<file path="src/rtl/muldiv_pkg.sv">
// Shared encodings and constants for the iterative RV64M multiply/divide unit.
package muldiv_pkg;

    localparam int MD_DATA_W = 64;
    localparam int MD_CNT_W  = $clog2(MD_DATA_W) + 1;
    localparam logic [MD_DATA_W-1:0] MD_MOST_NEG = {1'b1, {(MD_DATA_W-1){1'b0}}};

    typedef enum logic [2:0] {
        OP_MUL    = 3'd0,
        OP_MULH   = 3'd1,
        OP_MULHSU = 3'd2,
        OP_MULHU  = 3'd3,
        OP_DIV    = 3'd4,
        OP_DIVU   = 3'd5,
        OP_REM    = 3'd6,
        OP_REMU   = 3'd7
    } muldiv_op_t;

    typedef enum logic [2:0] {
        S_IDLE,
        S_PREP,
        S_CALC,
        S_FIX,
        S_DONE
    } muldiv_state_t;

endpackage

</file>
<file path="src/rtl/muldiv_sign_fix.sv">
// Operand magnitude / result sign selection for PREP, and the final conditional
// two's-complement negate for FIX.
module muldiv_sign_fix
    import muldiv_pkg::*;
#(
    parameter int W = MD_DATA_W
) (
    input  muldiv_op_t     op,
    input  logic [W-1:0]   a,
    input  logic [W-1:0]   b,
    output logic [W-1:0]   abs_a,
    output logic [W-1:0]   abs_b,
    output logic           res_neg,
    input  logic [2*W-1:0] fix_in,
    input  logic           fix_neg,
    output logic [2*W-1:0] fix_out
);

    always_comb begin
        abs_a   = a;
        abs_b   = b;
        res_neg = 1'b0;
        case (op)
            OP_MULH, OP_DIV: begin
                abs_a   = a[W-1] ? -a : a;
                abs_b   = b[W-1] ? -b : b;
                res_neg = a[W-1] ^ b[W-1];
            end
            OP_MULHSU: begin
                abs_a   = a[W-1] ? -a : a;
                res_neg = a[W-1];
            end
            OP_REM: begin
                abs_a   = a[W-1] ? -a : a;
                abs_b   = b[W-1] ? -b : b;
                res_neg = a[W-1];
            end
            default: ;
        endcase
        // MUL low half is sign-agnostic, so it stays unsigned with res_neg=0.
        fix_out = fix_neg ? -fix_in : fix_in;
    end

endmodule

</file>
<file path="src/rtl/muldiv_unit.sv">
// Iterative RV64M multiply/divide: one bit per cycle shift-add multiply and
// restoring divide, valid/ready request and response, flush aborts in-flight work.
module muldiv_unit
    import muldiv_pkg::*;
#(
    parameter int DATA_W = MD_DATA_W,
    parameter int TAG_W  = 5
) (
    input  logic              clk,
    input  logic              reset,
    input  logic              flush,
    input  logic              req_valid,
    output logic              req_ready,
    input  logic [2:0]        req_op,
    input  logic [DATA_W-1:0] req_a,
    input  logic [DATA_W-1:0] req_b,
    input  logic [TAG_W-1:0]  req_tag,
    output logic              resp_valid,
    input  logic              resp_ready,
    output logic [DATA_W-1:0] resp_data,
    output logic [TAG_W-1:0]  resp_tag,
    output logic              busy
);

    localparam int CNT_W = $clog2(DATA_W) + 1;
    localparam logic [DATA_W-1:0] MOST_NEG = {1'b1, {(DATA_W-1){1'b0}}};

    muldiv_state_t       state;
    muldiv_op_t          op_q;
    logic [DATA_W-1:0]   a_q, b_q, opnd, sreg;
    logic [2*DATA_W-1:0] acc;
    logic [TAG_W-1:0]    tag_q;
    logic [CNT_W-1:0]    cnt;
    logic                neg_q, special;

    logic [DATA_W-1:0]   abs_a, abs_b, special_res, result;
    logic                res_neg, is_div, b_zero, ovf;
    logic [2*DATA_W-1:0] fix_in, fix_out, mul_next;
    logic [DATA_W:0]     trial;

    muldiv_sign_fix #(.W(DATA_W)) u_sign_fix (
        .op      (op_q),
        .a       (a_q),
        .b       (b_q),
        .abs_a   (abs_a),
        .abs_b   (abs_b),
        .res_neg (res_neg),
        .fix_in  (fix_in),
        .fix_neg (neg_q & ~special),
        .fix_out (fix_out)
    );

    always_comb begin
        is_div      = op_q[2];
        b_zero      = (b_q == '0);
        ovf         = (op_q == OP_DIV || op_q == OP_REM) && (a_q == MOST_NEG) && (&b_q);
        special_res = (op_q == OP_DIV || op_q == OP_DIVU) ? (b_zero ? '1 : a_q)
                                                          : (b_zero ? a_q : '0);
        // sreg carries the multiplier bits (mul) or dividend bits then quotient (div).
        trial       = {acc[DATA_W-1:0], sreg[DATA_W-1]} - {1'b0, opnd};
        mul_next    = {acc[2*DATA_W-2:0], 1'b0}
                    + (sreg[DATA_W-1] ? {{DATA_W{1'b0}}, opnd} : '0);
        if (special) begin
            fix_in = {{DATA_W{1'b0}}, acc[DATA_W-1:0]};
        end else begin
            case (op_q)
                OP_DIV, OP_DIVU: fix_in = {{DATA_W{1'b0}}, sreg};
                OP_REM, OP_REMU: fix_in = {{DATA_W{1'b0}}, acc[DATA_W-1:0]};
                default:         fix_in = acc;
            endcase
        end
        if (!special && (op_q == OP_MULH || op_q == OP_MULHSU || op_q == OP_MULHU))
            result = fix_out[2*DATA_W-1:DATA_W];
        else
            result = fix_out[DATA_W-1:0];
    end

    always_ff @(posedge clk) begin
        if (reset) begin
            state      <= S_IDLE;
            req_ready  <= 1'b1;
            busy       <= 1'b0;
            resp_valid <= 1'b0;
            resp_data  <= '0;
            resp_tag   <= '0;
        end else if (flush) begin
            state      <= S_IDLE;
            req_ready  <= 1'b1;
            busy       <= 1'b0;
            resp_valid <= 1'b0;
        end else begin
            case (state)
                S_IDLE: if (req_valid && req_ready) begin
                    op_q      <= muldiv_op_t'(req_op);
                    a_q       <= req_a;
                    b_q       <= req_b;
                    tag_q     <= req_tag;
                    req_ready <= 1'b0;
                    busy      <= 1'b1;
                    state     <= S_PREP;
                end
                S_PREP: begin
                    neg_q   <= res_neg;
                    cnt     <= CNT_W'(DATA_W);
                    opnd    <= is_div ? abs_b : abs_a;
                    sreg    <= is_div ? abs_a : abs_b;
                    special <= 1'b0;
                    acc     <= '0;
                    // Special divides park their answer in acc and take FIX straight
                    // away, giving a two-cycle accept-to-response turnaround.
                    if (is_div && (b_zero || ovf)) begin
                        special <= 1'b1;
                        acc     <= {{DATA_W{1'b0}}, special_res};
                        state   <= S_FIX;
                    end else begin
                        state   <= S_CALC;
                    end
                end
                S_CALC: begin
                    if (is_div) begin
                        acc[DATA_W-1:0] <= trial[DATA_W] ? {acc[DATA_W-2:0], sreg[DATA_W-1]}
                                                         : trial[DATA_W-1:0];
                        sreg <= {sreg[DATA_W-2:0], ~trial[DATA_W]};
                    end else begin
                        acc  <= mul_next;
                        sreg <= {sreg[DATA_W-2:0], 1'b0};
                    end
                    cnt <= cnt - 1'b1;
                    if (cnt == CNT_W'(1)) state <= S_FIX;
                end
                S_FIX: begin
                    resp_data  <= result;
                    resp_tag   <= tag_q;
                    resp_valid <= 1'b1;
                    state      <= S_DONE;
                end
                S_DONE: if (resp_ready) begin
                    resp_valid <= 1'b0;
                    req_ready  <= 1'b1;
                    busy       <= 1'b0;
                    state      <= S_IDLE;
                end
                default: begin
                    state     <= S_IDLE;
                    req_ready <= 1'b1;
                    busy      <= 1'b0;
                end
            endcase
        end
    end

endmodule

</file>
<file path="config.mk">
export PLATFORM = sky130hd
export DESIGN_NAME = muldiv_unit
export DESIGN_NICKNAME = d
export VERILOG_FILES = /design/src/rtl/muldiv_pkg.sv /design/src/rtl/muldiv_sign_fix.sv /design/src/rtl/muldiv_unit.sv
export SDC_FILE = /design/constraint.sdc
export NUM_CORES = 2
export LEC_CHECK = 0
export CORE_ASPECT_RATIO = 0.7
export CORE_UTILIZATION = 56
export CTS_CLUSTER_DIAMETER = 100
export DETAILED_ROUTE_END_ITERATION = 10
export HOLD_SLACK_MARGIN = 0.06
export PLACE_DENSITY_LB_ADDON = 0.2
export SKIP_LAST_GASP = 1
export SYNTH_ARGS = -nofsm -noshare
export SYNTH_HDL_FRONTEND = slang
export SYNTH_SLANG_ARGS = --single-unit
</file>
<file path="constraint.sdc">
create_clock -name clk -period 12.35 [get_ports clk]
set_input_delay 1.235 -clock clk [delete_from_list [all_inputs] [get_ports clk]]
set_output_delay 1.235 -clock clk [all_outputs]
set_load 0.005 [all_outputs]
</file>
==> impl_metrics.py <==
metrics = {
    "routing": {
        "remaining_drc_errors": 0,
        "postRouteAntennaNets": 0,
        "drtPass1Iterations": 9,
        "wl_per_cell_um": 29.8,
        "num_vias": 37057,
        "drt_wl_total_um": 157000,
        "viasPerCell": 7.01,
        "drt_iter0_drc": 7005,
    },
    "global_route": {
        "grt_antenna_before_repair": 5,
        "grt_max_degree": 138,
        "groute.usage.overall_pct": 45.9,
        "grt_pass1_wl_um": 224000,
        "overflow": 0,
        "grt_pass1_vias": 32641,
    },
    "clocking": {
        "tritoncts": "done",
        "root_buffer": "clkbuf_16",
        "htreeDepth": 2,
        "postCtsHoldBufs": 0,
        "path_clk_slew_ps": 70,
        "clock_sinks": 476,
        "clk_path_buf_depth": 3,
        "postCtsResizedCells": 0,
        "clock_latency_ps": 670,
        "cts-buffers-inserted": 49,
        "postCtsSetupBuffers": 0,
    },
    "power_and_ir_drop": {
        "power_density_nw_per_um2": 92.5,
        "cellLeakagePower_nw": 14.9,
        "ir_drop_uv": 120,
    },
    "logic_synthesis": {
        "syn_area_um2": 37000,
        "ys_top_cells_by_area": "edfxtp_1, a21oi_1, xnor2_1, nor2_1, ha_1",
        "yosysTopAreaCellShare_pct": 32.5,
        "avgSynthCellArea_um2": 8.54,
        "yosysSeqAreaShare_pct": 36.6,
        "yosysUniqueCellTypes": 100,
        "synthArstFlopShare_pct": 0,
        "synth-edff-count": 401,
        "ys_ff_latch": 476,
        "synth_flop_cell": "edfxtp_1",
        "synth_nets": 4612,
        "yosysWarnings": 0,
        "synth_most_common_cell": "a21oi_1",
        "synth_common_cells": "a21oi_1, nor2_1, nand2_1, edfxtp_1, o21ai_0",
        "syn_inst": 4335,
        "synth_top_area_cell": "edfxtp_1",
    },
    "setup_path": {
        "end_kind": "flop",
        "arrival_ps": 6650,
        "crit_path_top_delay_cell": "a21boi_0",
        "slowest_delay_ps": 1100,
        "crit_fanout": 15,
        "crit_buf_inv": 1,
        "cp_top_family": "compound AO/OA/AOI/OAI gates",
        "path_cells": "inv_2 -> nor2_1 -> ha_1 -> fa_1 -> a211oi_1 -> o21bai_1 -> o211ai_1 -> nand4_1 -> a31oi_1 -> o21ai_0 -> a21boi_0 -> o21ai_0 -> xor2_1 -> nand2_1 -> o211ai_1",
        "required_ps": 12730,
        "crit_type": "flop to flop",
        "cp-start-kind": "flop",
    },
    "timing": {
        "min_period_ps": 6280,
        "fin_setup_tns_ps": 0,
        "fin_crit_sh_pct": 50.8,
        "finalHoldViolCount": 0,
        "relSlewSlack_pct": 6.96,
        "tightest_slew_ps": 1380,
        "fin_worst_skew_ps": 40.6,
        "finalSetupViolCount": 0,
        "grt_setup_unrepaired": "false",
        "report.final.slew_viol_count": 0,
        "fmax_mhz": 159,
    },
    "run": {
        "drv_cap": 0,
    },
    "floorplan": {
        "die_w_um": 309,
        "die_area_um2": 67200,
        "die_y_um": 217,
        "core_area_um2": 65100,
        "io_pins": 213,
        "initial_core_util_pct": 56.9,
        "num_rows": 78,
    },
    "min_path": {
        "hold_path.class": "flop to flop",
    },
    "place": {
        "hpwl_um": 121000,
        "port_buffers": 212,
        "gp_congestion": 1.14,
    },
    "finish": {
        "fin_nets": 4641,
        "area_delta_synth_final_pct": 11.4,
        "fin_util_pct": 63.4,
        "drive_gt1_share_pct": 5.38,
    },
    "outcome": {
        "status": "completed",
    },
}
==> logic make-up after synthesis <==
| family | Yosys count | synth area share [%] |
|---|---|---|
| buf+inv | 430 | 4.66 |
| xor+xnor | 392 | 9.27 |
| simple gates | 1504 | 19.3 |
| fa+ha+maj | 136 | 4.64 |
| mux | 193 | 5.35 |
| flops | 476 | 36.6 |
| compound gates | 1204 | 20.2 |
==> path summary, 6_finish.rpt <==
check / end / startpoint / slack, ps / cells past startpoint
setup / recovery: acc[59] / sreg[63] / 6070 / 15
hold / removal: resp_tag[1] / resp_tag[1] / 460 / 2
setup reg to reg: acc[59] / sreg[63] / 6070 / 15
hold reg to reg: resp_tag[1] / resp_tag[1] / 460 / 2
==> area by class of cell <==
type                       count  area, um2
tap                          880       1100
antenna                        2       5.00
timing repair buffer         268       2560
clock inverter                30        348
multi-input combinational   3429      21900
fill                        5619      23800
sequential                   476      13500
inverter                     140        526
clock buffer                  61       1290
==> per-layer routing <==
metal / vias to the layer above / track usage (%) / routed length [um]
met1: 17542 / 68.0 / 64600
met4: 8 / 11.9 / 5020
met2: 3163 / 56.8 / 56600
met5: - / 0 / 46
li1: 16005 / - / -
met3: 339 / 23.7 / 31000
==> power by group <==
group          switching (mW)  internal (mW)
Combinational           0.255          0.159
Clock                   0.722          0.859
Sequential             0.0492           1.77
Total                    1.03           2.79
==> worst min-delay path: stages (launching register included) <==
cell and delay (ps):
dfxtp_1 310, nand2_1 50, a21oi_1 50
==> cell usage in the layout (no fill, tap or decap), types with 137 or more instances in the layout <==
cell and count:
xor2_1 177, a21oi_1 471, edfxtp_1 401, mux2i_1 161, inv_1 137, nand2_1 429
xnor2_1 215, nor2_1 457, o21ai_0 240, clkdlybuf4s50_1 211
==> registers in the layout (all words and copies together) (netlist names), 3 cells and up <==
| register | cells |
|---|---|
| acc | 128 |
| a_q | 64 |
| b_q | 64 |
| opnd | 64 |
| resp_data | 64 |
| sreg | 64 |
| cnt | 7 |
| resp_tag | 5 |
| tag_q | 5 |
| op_q | 3 |
| state | 3 |
==> through the flow <==
step	power, mW	area [um2]	cells	setup slack [ps]	hold WS (ps)
6_report	3.82	41300	5286	6070	459
5_1_grt	3.89	41200	5284	5990	477
4_1_cts	3.79	41200	5284	6440	461
3_5_place_dp	2.25	39600	5193	6460	449
3_3_place_gp	2.24	39600	5193	6560	439
2_1_floorplan	2.09	37000	4335	223	448
Note: power is estimated with default switching activity, not from simulation.
